### src/rtl/run_ctrl_pkg.sv
// Shared types and default sizes for the run sequencer / data-memory arbiter.
// The state enum is the only type shared between the top and its tests of state.
package run_ctrl_pkg;

  localparam int          DEF_AW         = 8;
  localparam int          DEF_DW         = 8;
  localparam int          DEF_CW         = 16;
  localparam logic [15:0] DEF_MAX_CYCLES = 16'hFFFF;
  localparam int          DEF_RST_CYC    = 2;

  typedef enum logic [2:0] {
    IDLE,
    CORE_RST,
    RUN,
    FINISH,
    TOUT
  } run_state_t;

endpackage

### src/rtl/run_ctrl_hostport.sv
// Host-side data-memory port: write-over-read arbitration during host phase and
// the registered read-data path with its one-cycle valid pulse.
module run_ctrl_hostport #(
  parameter int AW = 8,
  parameter int DW = 8
) (
  input  logic          Clk,
  input  logic          Reset,
  input  logic          i_host_phase,
  input  logic          i_wr_valid,
  input  logic [AW-1:0] i_wr_addr,
  input  logic [DW-1:0] i_wr_data,
  input  logic          i_rd_valid,
  input  logic [AW-1:0] i_rd_addr,
  input  logic [DW-1:0] i_mem_rdata,
  output logic          o_wr_ready,
  output logic          o_rd_ready,
  output logic [AW-1:0] o_mem_addr,
  output logic [DW-1:0] o_mem_wdata,
  output logic          o_mem_we,
  output logic          o_mem_re,
  output logic [DW-1:0] o_rd_data,
  output logic          o_rd_data_valid
);

  logic          w_open;
  logic          w_wr_ready;
  logic          w_rd_ready;
  logic          w_we;
  logic          w_re;
  logic [AW-1:0] w_addr;
  logic [DW-1:0] w_wdata;
  logic [DW-1:0] r_rd_data;
  logic          r_rd_data_valid;

  // Requests presented while Reset is high are refused so nothing reaches memory.
  assign w_open = i_host_phase & ~Reset;

  // NOTE: every output of this block is given a default before any condition,
  // so no path leaves a variable unassigned and no latch is inferred.
  always_comb begin
    w_wr_ready = w_open;
    w_rd_ready = w_open & ~i_wr_valid;
    w_we       = i_wr_valid & w_wr_ready;
    w_re       = i_rd_valid & w_rd_ready;
    w_addr     = '0;
    w_wdata    = '0;
    if (w_we) begin
      w_addr  = i_wr_addr;
      w_wdata = i_wr_data;
    end else if (w_re) begin
      w_addr = i_rd_addr;
    end
  end

  // NOTE: state is updated with non-blocking assignments so every register
  // samples its inputs from before the edge; the reset is synchronous and clears
  // the read-data register too, because the host may observe it after reset.
  always_ff @(posedge Clk) begin
    if (Reset) begin
      r_rd_data       <= '0;
      r_rd_data_valid <= 1'b0;
    end else begin
      r_rd_data_valid <= w_re;
      if (w_re) begin
        r_rd_data <= i_mem_rdata;
      end
    end
  end

  assign o_wr_ready      = w_wr_ready;
  assign o_rd_ready      = w_rd_ready;
  assign o_mem_we        = w_we;
  assign o_mem_re        = w_re;
  assign o_mem_addr      = w_addr;
  assign o_mem_wdata     = w_wdata;
  assign o_rd_data       = r_rd_data;
  assign o_rd_data_valid = r_rd_data_valid;

endmodule

### src/rtl/run_ctrl.sv
// Run sequencer for the 9-bit core: holds core Reset after a start, counts RUN
// cycles until core_done or the cycle limit, and returns data memory to the host.
module run_ctrl
  import run_ctrl_pkg::*;
#(
  parameter int          AW         = DEF_AW,
  parameter int          DW         = DEF_DW,
  parameter int          CW         = DEF_CW,
  parameter logic [CW-1:0] MAX_CYCLES = DEF_MAX_CYCLES,
  parameter int          RST_CYC    = DEF_RST_CYC
) (
  input  logic          Clk,
  input  logic          Reset,
  input  logic          host_start,
  input  logic          host_wr_valid,
  input  logic [AW-1:0] host_wr_addr,
  input  logic [DW-1:0] host_wr_data,
  output logic          host_wr_ready,
  input  logic          host_rd_valid,
  input  logic [AW-1:0] host_rd_addr,
  output logic          host_rd_ready,
  output logic [DW-1:0] host_rd_data,
  output logic          host_rd_data_valid,
  output logic          core_reset,
  input  logic          core_done,
  output logic          mem_sel,
  output logic [AW-1:0] mem_addr,
  output logic [DW-1:0] mem_wdata,
  output logic          mem_we,
  output logic          mem_re,
  input  logic [DW-1:0] mem_rdata,
  output logic          busy,
  output logic          done,
  output logic          timeout,
  output logic [CW-1:0] cycle_count
);

  localparam int            RCW      = (RST_CYC > 1) ? $clog2(RST_CYC) : 1;
  localparam logic [RCW-1:0] RST_LOAD = RCW'(RST_CYC - 1);
  localparam logic [CW-1:0]  LIMIT_M1 = MAX_CYCLES - 1'b1;

  run_state_t     r_state;
  run_state_t     w_next;
  logic [RCW-1:0] r_rst_cnt;
  logic [CW-1:0]  r_cycle_count;
  logic           r_done;
  logic           r_timeout;

  logic w_host_phase;
  logic w_start;
  logic w_run_done;
  logic w_run_tout;
  logic w_core_reset;
  logic w_mem_sel;
  logic w_busy;

  always_ff @(posedge Clk) begin
    if (Reset) begin
      r_state <= IDLE;
    end else begin
      r_state <= w_next;
    end
  end

  always_comb begin
    w_next       = r_state;
    w_host_phase = 1'b0;
    w_start      = 1'b0;
    w_run_done   = 1'b0;
    w_run_tout   = 1'b0;
    w_core_reset = 1'b1;
    w_mem_sel    = 1'b0;
    w_busy       = 1'b0;
    case (r_state)
      IDLE, FINISH, TOUT: begin
        w_host_phase = 1'b1;
        if (host_start) begin
          w_start = 1'b1;
          w_next  = CORE_RST;
        end
      end
      CORE_RST: begin
        w_mem_sel = 1'b1;
        w_busy    = 1'b1;
        if (r_rst_cnt == '0) begin
          w_next = RUN;
        end
      end
      RUN: begin
        w_core_reset = 1'b0;
        w_mem_sel    = 1'b1;
        w_busy       = 1'b1;
        // core_done is tested first so it wins over the limit in the same cycle.
        if (core_done) begin
          w_run_done = 1'b1;
          w_next     = FINISH;
        end else if (r_cycle_count == LIMIT_M1) begin
          w_run_tout = 1'b1;
          w_next     = TOUT;
        end
      end
      default: begin
        w_next = IDLE;
      end
    endcase
  end

  // The counter keeps counting on the timeout cycle, so it ends at MAX_CYCLES;
  // the core_done cycle is not counted.
  always_ff @(posedge Clk) begin
    if (Reset) begin
      r_rst_cnt     <= '0;
      r_cycle_count <= '0;
      r_done        <= 1'b0;
      r_timeout     <= 1'b0;
    end else if (w_start) begin
      r_rst_cnt     <= RST_LOAD;
      r_cycle_count <= '0;
      r_done        <= 1'b0;
      r_timeout     <= 1'b0;
    end else begin
      if (r_state == CORE_RST && r_rst_cnt != '0) begin
        r_rst_cnt <= r_rst_cnt - 1'b1;
      end
      if (r_state == RUN && !core_done) begin
        r_cycle_count <= r_cycle_count + 1'b1;
      end
      if (w_run_done) begin
        r_done <= 1'b1;
      end
      if (w_run_tout) begin
        r_timeout <= 1'b1;
      end
    end
  end

  run_ctrl_hostport #(
    .AW (AW),
    .DW (DW)
  ) u_hostport (
    .Clk             (Clk),
    .Reset           (Reset),
    .i_host_phase    (w_host_phase),
    .i_wr_valid      (host_wr_valid),
    .i_wr_addr       (host_wr_addr),
    .i_wr_data       (host_wr_data),
    .i_rd_valid      (host_rd_valid),
    .i_rd_addr       (host_rd_addr),
    .i_mem_rdata     (mem_rdata),
    .o_wr_ready      (host_wr_ready),
    .o_rd_ready      (host_rd_ready),
    .o_mem_addr      (mem_addr),
    .o_mem_wdata     (mem_wdata),
    .o_mem_we        (mem_we),
    .o_mem_re        (mem_re),
    .o_rd_data       (host_rd_data),
    .o_rd_data_valid (host_rd_data_valid)
  );

  assign core_reset  = w_core_reset;
  assign mem_sel     = w_mem_sel;
  assign busy        = w_busy;
  assign done        = r_done;
  assign timeout     = r_timeout;
  assign cycle_count = r_cycle_count;

endmodule

### config.mk
export PLATFORM = sky130hd
export DESIGN_NAME = run_ctrl
export DESIGN_NICKNAME = d
export VERILOG_FILES = /design/src/rtl/run_ctrl_pkg.sv /design/src/rtl/run_ctrl_hostport.sv /design/src/rtl/run_ctrl.sv
export SDC_FILE = /design/constraint.sdc
export NUM_CORES = 1
export LEC_CHECK = 0
export ABC_AREA = 1
export CORE_MARGIN = 5
export CORE_UTILIZATION = 40
export DETAILED_ROUTE_END_ITERATION = 16
export GPL_ROUTABILITY_DRIVEN = 0
export PLACE_DENSITY = 0.81
export SETUP_SLACK_MARGIN = 0.5
export SLEW_MARGIN = 25
export SYNTH_ARGS = -nofsm -noshare
export SYNTH_HDL_FRONTEND = slang
export SYNTH_SLANG_ARGS = --single-unit
### constraint.sdc
create_clock -name Clk -period 1.4 [get_ports Clk]
set_input_delay 0.14 -clock Clk [delete_from_list [all_inputs] [get_ports Clk]]
set_output_delay 0.14 -clock Clk [all_outputs]
set_load 0.02 [all_outputs]
==> run summary, run 1 <==
Status = finished, violations left
Violated checks = setup timing
Measured slew at the worst slew-check pin = 0.271 ns
CP max stage delay = 0.37 ns
Asr flop ratio synth = 0%
Syn Inst Count = 276
Largest net degree at the start of global routing = 18
Die Footprint = 0.00570 mm²
Slack of the worst reg-to-reg path = -0.24 ns
Clk pin slew, worst setup/hold paths = 0.07 ns
CP endpoint = mem_addr[4]
Nets = 452
Routed WL = 7190 µm
Dpl ws = -0.492 ns
# IOs = 88
Worst vdd ir = 0.939 mV
Worst r2r path cells = 10
WL per Instance = 15.5 µm
Placed insts = 432
Fmax = 598 MHz
Total track usage = 22.3%
Clock buffer count from CTS = 5
Hold Path Class = primary input to register
Layout cell share with drive strength beyond 1 = 52.3%
Detailed Place HPWL = 4390 µm
Port bufs = 87
Final Max Slew Viols = 0
Global-route wire length before repair = 9690 µm
Setup CP Type = register to primary output
Area occupied by multi-input gates = 0.00126 mm²
RSZ-0062 raised after global routing = true
Area Overhead vs Synth = 114%
FF/Latch Area = 694 µm²
TritonCTS clock tree = built
CP Depth = 10
Critical Path Sink Type = primary output
Fin cells = 463
Worst path bufs/invs = 3
Synth warn = 0
CP cell instances = inv_4 -> nor2_4 -> a21oi_4 -> nand2_2 -> nor2_4 -> nand2_4 -> clkinv_8 -> nand2_1 -> nand2_2 -> buf_4
Cell Area, Synth = 0.00172 mm²
Power per cell area = 1220 mW/mm²
Initial Utilization = 42.0%
Fillers = 170
Most common cell in the synthesized netlist = nand2_1
Leak = 1.66 nW
Clock skew = 0.00680 ns
1st-pass router iterations = 4
Mean number of vias per cell = 4.91
Clk Latency, worst-skew pair = 0.28 ns
Reg2reg end = cycle_count[12]$_SDFFE_PP0P_
Cell family with most CP delay = simple AND/OR/NAND/NOR gates
Via count = 2273
Syn Area/Cell = 6.22 µm²
CP arrival = 1.53 ns
Root Driver = clkbuf_8
H-tree depth = 2
Final setup vio count = 48
Post-route DRC = 0
Largest cells by area after synthesis = dfxtp_1 36%, nand2_1 19%, nor2_1 12%
Setup TNS = -7.71 ns
Drt initial violations = 120
Synth top area share = 36.2%
Antenna Nets Post-Route = 0
Final period util = 120%
Placeable Area = 0.00409 mm²
Fin util = 89.9%
Vias in the first global route = 2141
Dominant synthesized flop cell = dfxtp_1
Reg2reg start = r_state[0]$_SDFFE_PP0P_
Inserted Diodes = 0
CP max FO = 9
Critical Path Start Type = register
Slew Limit Headroom = 81.8%
Die W = 75.5 µm
Slowest stage cell on the critical path = dfxtp_4
Post-synth EDFFs = 0
Sequential share of the synthesized area = 36.2%
Die Y = 75.5 µm
Dominant cell type by area after synthesis = dfxtp_1
Post-synth top cells = 89 x nand2_1, 55 x nor2_1, 42 x inv_1
Final count of hold timing violations = 0
CP Launch Point = r_state[1]$_SDFFE_PP0P_
Post-synthesis register bit count = 31
Fin crit period = 1.67 ns
Synthesized net count = 316
Deepest clock path buffer count = 2
Clk sinks = 31
# rows = 23
Synth cell types = 25
Max-cap violations = 0
Worst Path Required = 1.26 ns
Initial antenna violation count = 0
Final setup margin = -0.274 ns
Total grt overflow = 0
worst min-delay path, stage by stage:
cell and delay [ns]:
clkdlybuf4s50_1 0.40, nor2_1 0.10, nor2_1 0.05
timing repair:
action | in CTS | in global routing
hold buffers | 0 | 0
gates resized for setup | 338 | 62
setup endpoints to repair | 81 | 78
cloned | 1 | 0
pin swaps | 21 | 19
buffers inserted | 11 | 11
per-stage QoR:
step                      total power, W  hold slack, ns  area (µm²)
after floorplan                  0.00212           0.202        1940
after global placement           0.00294           0.435        3020
after detailed placement         0.00297           0.440        3020
after CTS                        0.00413           0.438        3400
after global routing             0.00473           0.440        3670
final                            0.00448           0.438        3670
how the worst min path moves through the flow:
stage,endpoint,start,cells past startpoint
floorplan,r_state[2]$_SDFFE_PP0P_,Reset,1
global placement,cycle_count[7]$_SDFFE_PP0P_,cycle_count[7]$_SDFFE_PP0P_,1
detailed placement,cycle_count[7]$_SDFFE_PP0P_,cycle_count[7]$_SDFFE_PP0P_,1
CTS,u_hostport.o_rd_data[5]$_SDFFE_PP0N_,mem_rdata[5],3
global route,u_hostport.o_rd_data[0]$_SDFFE_PP0N_,mem_rdata[0],3
finish,u_hostport.o_rd_data[5]$_SDFFE_PP0N_,mem_rdata[5],3
logic make-up after synthesis:
logic type / synth area share [%]
fa+ha+maj: 1.46
buf+inv: 11.6
simple gates: 42.6
flops: 36.2
compound gates: 8.24
cell type report:
class                      instances  area share, %
timing repair buffer             131           37.0
multi-input combinational        197           34.2
sequential                        31           18.9
inverter                          45           5.35
clock buffer                       8           2.72
tap                               50           1.70
timing repair inverter             1          0.102
per-layer routing:
layer  vias to the layer above  global-route usage (%)  wire [µm]
li1                       1103                       -          -
met1                      1053                    25.5       2640
met2                        99                    39.4       3910
met3                        18                    5.54        464
met4                         0                    9.71        168
met5                         -                       0          0
sequential cells by signal, summed over array words and instances, names as in the netlist:
| register | cells |
|---|---|
| r_rst_cnt | 1 |
| timeout | 1 |
| r_state | 3 |
| u_hostport.o_rd_data | 8 |
| done | 1 |
| u_hostport.o_rd_data_valid | 1 |
| cycle_count | 16 |
report_power, final:
part | internal [W] | switching [W]
sequential | 0.000964 | 0.000104
clock | 0.000448 | 0.000325
combinational | 0.00132 | 0.00133
total | 0.00273 | 0.00175
cell usage in the layout, fill, tap and decap left out, types with 2 or more instances in the layout:
master,count
nor2_2,4
dfxtp_1,2
a21oi_1,6
nand2_1,63
o21bai_1,2
ha_4,2
nand4_1,2
nand3b_1,2
nand2_2,19
inv_1,34
nand3_1,2
clkbuf_8,7
nor2_4,16
a21oi_2,8
nand3_2,2
o21ai_2,3
dfxtp_4,15
o21ai_1,3
nand2_4,12
nand3_4,3
inv_4,4
inv_2,6
dfxtp_2,14
clkdlybuf4s50_1,37
buf_6,72
nor2_1,40
buf_4,21
No activity file was read; power rests on OpenSTA's default activity.
==> run 2, diff against run 1 <==
==> constraint.sdc (replaced) <==
create_clock -name Clk -period 1.4 [get_ports Clk]
set_input_delay 0.28 -clock Clk [delete_from_list [all_inputs] [get_ports Clk]]
set_output_delay 0.28 -clock Clk [all_outputs]
set_load 0.02 [all_outputs]
==> run 2 against run 1 <==
  * Flip-flop and latch count is the same
  * Core utilization grew 2.1 points
  * First-iteration DRC count grew 40%
  * Count of clock-buffer cells in the layout is the same
  * Maximum frequency shrank 11%
  * Die area is the same
  * The run still ends with setup timing left
  * Largest cell class unchanged
  * Critical path type unchanged
  * Clock skew shrank 0.00083 ns
  * Non-clock buffer count grew 8
  * Wire length grew 18%
  * Critical path depth is the same
==> run summary, run 2 (synthesis gave the netlist of run 1 again) <==
Status = finished, violations left
Violated checks = setup timing
Layout cell share with drive strength beyond 1 = 55.5% (+3.1 points)
Area Overhead vs Synth = 119%
Worst Path Required = 1.12 ns (-0.14 ns)
Clock buffer count from CTS = 5 (unchanged)
Final period util = 134% (+15 points)
Fmax = 532 MHz (-11%)
Initial Utilization = 42.0% (unchanged)
Most common cell after layout, fill and taps aside = buf_6
Drt initial violations = 168 (+40%)
Total grt overflow = 0 (unchanged)
Max reg flops = 16 (unchanged)
Worst r2r path cells = 11 (+1)
Final Max Slew Viols = 0 (unchanged)
Nets = 461 (+2.0%)
Measured slew at the worst slew-check pin = 0.409 ns (+0.138 ns)
Final setup margin = -0.479 ns (-0.205 ns)
Power per cell area = 1220 mW/mm² (-0.16%)
Root Driver = clkbuf_8
Hold WS = 0.470 ns (+0.0321 ns)
Die Footprint = 0.00570 mm² (unchanged)
RSZ-0062 raised after global routing = true
Critical Path Start Type = register
Fin crit period = 1.88 ns (+0.205 ns)
Hold Buf Count CTS = 0 (unchanged)
Worst path bufs/invs = 3 (unchanged)
CP Depth = 10 (unchanged)
WL per Instance = 17.9 µm (+15%)
CP max FO = 5 (-4)
Most frequent cells in the layout = 72 x buf_6, 54 x nand2_1, 39 x nor2_1
CP cell instances = inv_4 -> nor2_4 -> a21oi_4 -> nand2_4 -> nor2_4 -> nand2_4 -> clkinv_8 -> nand2_2 -> nand2_2 -> buf_6
Slew Limit Headroom = 72.5% (-9.3 points)
TritonCTS clock tree = built
FF/Latch Area = 696 µm² (+0.18%)
Largest net degree at the start of global routing = 18 (unchanged)
Hold path depth = 1 (-2)
Hold Path Class = register to register
Die W = 75.5 µm (unchanged)
Slowest stage cell on the critical path = dfxtp_4
Placeable Area = 0.00409 mm² (unchanged)
CP max stage delay = 0.37 ns (about the same)
Max-cap violations = 0 (unchanged)
Port bufs = 87 (unchanged)
Fin cells = 472 (+1.9%)
Area occupied by multi-input gates = 0.00127 mm² (+0.90%)
Inserted Diodes = 0 (unchanged)
# IOs = 88 (unchanged)
Detailed Place HPWL = 4580 µm (+4.3%)
Placed insts = 435 (+0.69%)
Leak = 1.71 nW (+2.6%)
1st-pass router iterations = 5 (+1)
CP arrival = 1.60 ns (+0.07 ns)
# rows = 23 (unchanged)
Worst vdd ir = 0.821 mV (-13%)
Clk pin slew, worst setup/hold paths = 0.07 ns (about the same)
Global-route wire length before repair = 11100 µm (+14%)
Initial antenna violation count = 0 (unchanged)
Fillers = 152 (-11%)
Final setup vio count = 51 (+6.3%)
Critical Path Sink Type = primary output
Via count = 2467 (+8.5%)
Routed WL = 8450 µm (+18%)
Clk sinks = 31 (unchanged)
Vias in the first global route = 2367 (+11%)
Post-route DRC = 0 (unchanged)
Die Y = 75.5 µm (unchanged)
Clock skew = 0.00597 ns (-0.000832 ns)
Mean number of vias per cell = 5.23 (+6.5%)
Clk Latency, worst-skew pair = 0.29 ns (about the same)
Cell family with most CP delay = simple AND/OR/NAND/NOR gates
Final count of hold timing violations = 0 (unchanged)
H-tree depth = 2 (unchanged)
Setup CP Type = register to primary output
Total track usage = 25.7% (+3.3 points)
Antenna Nets Post-Route = 0 (unchanged)
Deepest clock path buffer count = 2 (unchanged)
## run 2: where the power goes
part	internal [W]	switching, W	total [W]
Sequential	0.000965	0.000101	0.00107
Combinational	0.00138	0.00136	0.00274
Clock	0.000448	0.000327	0.000775
Total	0.00279	0.00179	0.00458
## run 2: layer usage
layer | up-vias | wire length [µm] | global-route usage [%]
li1 | 1130 | - | -
met1 | 1156 | 2890 | 25.4
met2 | 136 | 4610 | 50.5
met3 | 45 | 570 | 6.07
met4 | 0 | 378 | 10.1
met5 | - | 0 | 0
## run 2: worst register-to-register path, delay by kind of cell (launching register included)
kind | cells | cell delay [ns]
AO/OA/AOI/OAI | 1 | 0.19
buffers and inverters | 4 | 0.41
flip-flops | 1 | 0.37
AND/OR/NAND/NOR | 6 | 0.73
## run 2: path summary, 6_finish.rpt
path / startpoint / end / slack [ns]
worst min-delay path: cycle_count[7]$_SDFFE_PP0P_ / cycle_count[7]$_SDFFE_PP0P_ / 0.47
worst max register to register: r_state[0]$_SDFFE_PP0P_ / cycle_count[11]$_SDFFE_PP0P_ / -0.41
worst max-delay path: r_state[1]$_SDFFE_PP0P_ / mem_addr[3] / -0.48
worst min register to register: cycle_count[7]$_SDFFE_PP0P_ / cycle_count[7]$_SDFFE_PP0P_ / 0.47
## run 2: stage by stage
| stage | setup slack [ns] | instance area [µm²] | power [W] | TNS (ns) | util (%) |
|---|---|---|---|---|---|
| floorplan | -0.171 | 1940 | 0.00212 | -2.19 | - |
| global placement | -0.751 | 3030 | 0.00298 | -18.65 | 74.2 |
| detailed placement | -0.791 | 3030 | 0.00301 | -20.18 | 74.2 |
| CTS | -0.381 | 3540 | 0.00427 | -9.70 | 86.7 |
| global route | -0.535 | 3760 | 0.00480 | -16.71 | 91.9 |
| finish | -0.479 | 3760 | 0.00458 | -13.62 | 91.9 |
## run 2: area by class of cell
class                           instances  area share, %
Sequential cell                        31           18.5
Tap cell                               50           1.67
Timing Repair inverter                  2          0.400
Inverter                               45           5.36
Timing Repair Buffer                  139           37.6
Clock buffer                            8           2.66
Multi-Input combinational cell        197           33.8
## run 2: repair_timing
item	4_1_cts	5_1_grt
gates cloned	2	0
endpoints found under the setup margin	81	81
pin swaps	29	28
gates resized for setup	359	53
buffers inserted	19	8
==> run 3, diff against run 2 <==
--- a/config.mk
+++ b/config.mk
@@ -7,10 +7,9 @@
 export LEC_CHECK = 0
 export ABC_AREA = 1
 export CORE_MARGIN = 5
-export CORE_UTILIZATION = 40
+export CORE_UTILIZATION = 25
 export DETAILED_ROUTE_END_ITERATION = 16
 export GPL_ROUTABILITY_DRIVEN = 0
-export PLACE_DENSITY = 0.81
 export SETUP_SLACK_MARGIN = 0.5
 export SLEW_MARGIN = 25
 export SYNTH_ARGS = -nofsm -noshare
==> run 3 against run 2 <==
  * Clock skew is 0.0055 ns higher
  * Via count down 13%
  * Final area rose by 2.2%
  * The flow still finishes with violations (setup timing)
  * Core utilization shrank 35 points
==> run summary, run 3 (synthesis gave the netlist of run 1 again) <==
Placed insts = 463 (+6.4%)
Fin cells = 502 (+6.4%)
Hold Buf Count CTS = 0 (unchanged)
Violated checks = setup timing
Worst Path Required = 1.12 ns (about the same)
Critical Path Start Type = register
Critical Path Sink Type = primary output
Die Y = 92.9 µm (+23%)
Clk sinks = 31 (unchanged)
Detailed Place HPWL = 4450 µm (-2.8%)
CP max stage delay = 0.37 ns (about the same)
Setup CP Type = register to primary output
Fmax = 559 MHz (+5.0%)
Total grt overflow = 0 (unchanged)
Measured slew at the worst slew-check pin = 0.288 ns (-0.122 ns)
WL per Instance = 12.1 µm (-32%)
Initial antenna violation count = 0 (unchanged)
Worst vdd ir = 0.606 mV (-26%)
H-tree depth = 2 (unchanged)
Deepest clock path buffer count = 2 (unchanged)
Largest net degree at the start of global routing = 12 (-6)
Slowest stage cell on the critical path = dfxtp_4
Mean number of vias per cell = 4.27 (-18%)
Vias in the first global route = 2040 (-14%)
Setup TNS = -11.26 ns (+2.36 ns)
Drt initial violations = 56 (-67%)
Most frequent cells in the layout = 69 x buf_6, 55 x nand2_1, 37 x clkdlybuf4s50_1
Clock skew = 0.0115 ns (+0.00550 ns)
Max-cap violations = 0 (unchanged)
Final setup vio count = 50 (-2.0%)
Nets = 461 (unchanged)
Post-route DRC = 0 (unchanged)
Final count of hold timing violations = 0 (unchanged)
Most common cell after layout, fill and taps aside = buf_6
Clk Latency, worst-skew pair = 0.29 ns (about the same)
Max reg flops = 16 (unchanged)
Clk pin slew, worst setup/hold paths = 0.07 ns (about the same)
CP arrival = 1.51 ns (-0.09 ns)
Total track usage = 13.8% (-12 points)
Dpl ws = -0.804 ns (-0.0134 ns)
CP max FO = 6 (+1)
Clock buffer count from CTS = 5 (unchanged)
TritonCTS clock tree = built
Layout cell share with drive strength beyond 1 = 56.2% (+0.71 points)
Routed WL = 6080 µm (-28%)
Port bufs = 87 (unchanged)
Via count = 2145 (-13%)
Slew Limit Headroom = 80.7% (+8.2 points)
Die W = 92.9 µm (+23%)
Power per cell area = 1160 mW/mm² (-4.9%)
Antenna Nets Post-Route = 0 (unchanged)
Final period util = 128% (-6.3 points)
Hold WS = 0.463 ns (-0.00721 ns)
Fillers = 627 (+310%)
Fin crit period = 1.79 ns (-0.0886 ns)
CP cell instances = inv_4 -> nor2_4 -> a21oi_4 -> nand2_2 -> inv_2 -> nand2_4 -> buf_12 -> nor2_4 -> buf_6
1st-pass router iterations = 5 (unchanged)
Area Overhead vs Synth = 124%
Final setup margin = -0.390 ns (+0.0886 ns)
Crit path top cell by count = nor2_4
RSZ-0062 raised after global routing = true
Status = finished, violations left
Global-route wire length before repair = 9440 µm (-15%)
PnR Total Power = 0.00445 W (-2.8%)
Initial Utilization = 25.4% (-17 points)
Root Driver = clkbuf_8
Leak = 1.67 nW (-1.9%)
# rows = 30 (+30%)
Hold Path Class = register to register
Inserted Diodes = 0 (unchanged)
Slack of the worst reg-to-reg path = -0.32 ns (+0.09 ns)
Die Footprint = 0.00862 mm² (+51%)
Placeable Area = 0.00676 mm² (+65%)
# IOs = 88 (unchanged)
Final Max Slew Viols = 0 (unchanged)
## run 3: changes by cell type in the layout (fill, tap and decap cells not counted), sizes merged
cell	previous run	this run
clkinvlp	0	1
clkinv	2	1
## run 3: area by class of cell
class                           instances  area (µm²)  share of cell area, %
Multi-Input combinational cell        197        1250                   32.6
Timing Repair Buffer                  140        1490                   38.7
Clock buffer                            7        96.3                   2.51
Inverter                               45         199                   5.18
Timing Repair inverter                  1        3.75                 0.0978
Sequential cell                        31         696                   18.1
Clock inverter                          1        7.51                  0.196
Tap cell                               80         100                   2.61
## run 3: power by group
group | internal, W | leakage, nW | switching [W]
Clock | 0.000447 | 0.0505 | 0.000357
Sequential | 0.000964 | 0.270 | 0.0000873
Combinational | 0.00137 | 1.35 | 0.00122
Total | 0.00278 | 1.67 | 0.00167
## run 3: final timing paths
check,end,startpoint,cells past startpoint
setup / recovery,mem_wdata[5],r_state[1]$_SDFFE_PP0P_,9
hold / removal,cycle_count[7]$_SDFFE_PP0P_,cycle_count[7]$_SDFFE_PP0P_,1
setup reg to reg,cycle_count[9]$_SDFFE_PP0P_,r_state[0]$_SDFFE_PP0P_,12
hold reg to reg,cycle_count[7]$_SDFFE_PP0P_,cycle_count[7]$_SDFFE_PP0P_,1
## run 3: stage by stage
step	area [µm²]	utilization [%]
after detailed placement	3080	45.6
after global routing	3840	56.8
final	3840	56.8
after floorplan	1940	-
after CTS	3590	53.2
after global placement	3080	45.6
## run 3: metal layers
metal / wire length (µm) / up-vias / GRT usage [%]
met2: 3130 / 43 / 23.1
met4: 180 / 0 / 5.86
met1: 2540 / 965 / 16.8
met5: 0 / - / 0
met3: 219 / 11 / 3.17
li1: - / 1126 / -
## run 3: critical path, delay by kind of cell (launching register included)
| kind | cells | cell delay, ns |
|---|---|---|
| compound gates | 1 | 0.12 |
| buf+inv | 4 | 0.43 |
| flops | 1 | 0.37 |
| simple gates | 4 | 0.31 |
## run 3: timing repair
item | CTS | global route
gates cloned | 2 | 1
resized for setup | 366 | 42
setup buffers | 16 | 12
pin swaps | 11 | 17
endpoints found under the setup margin | 81 | 81
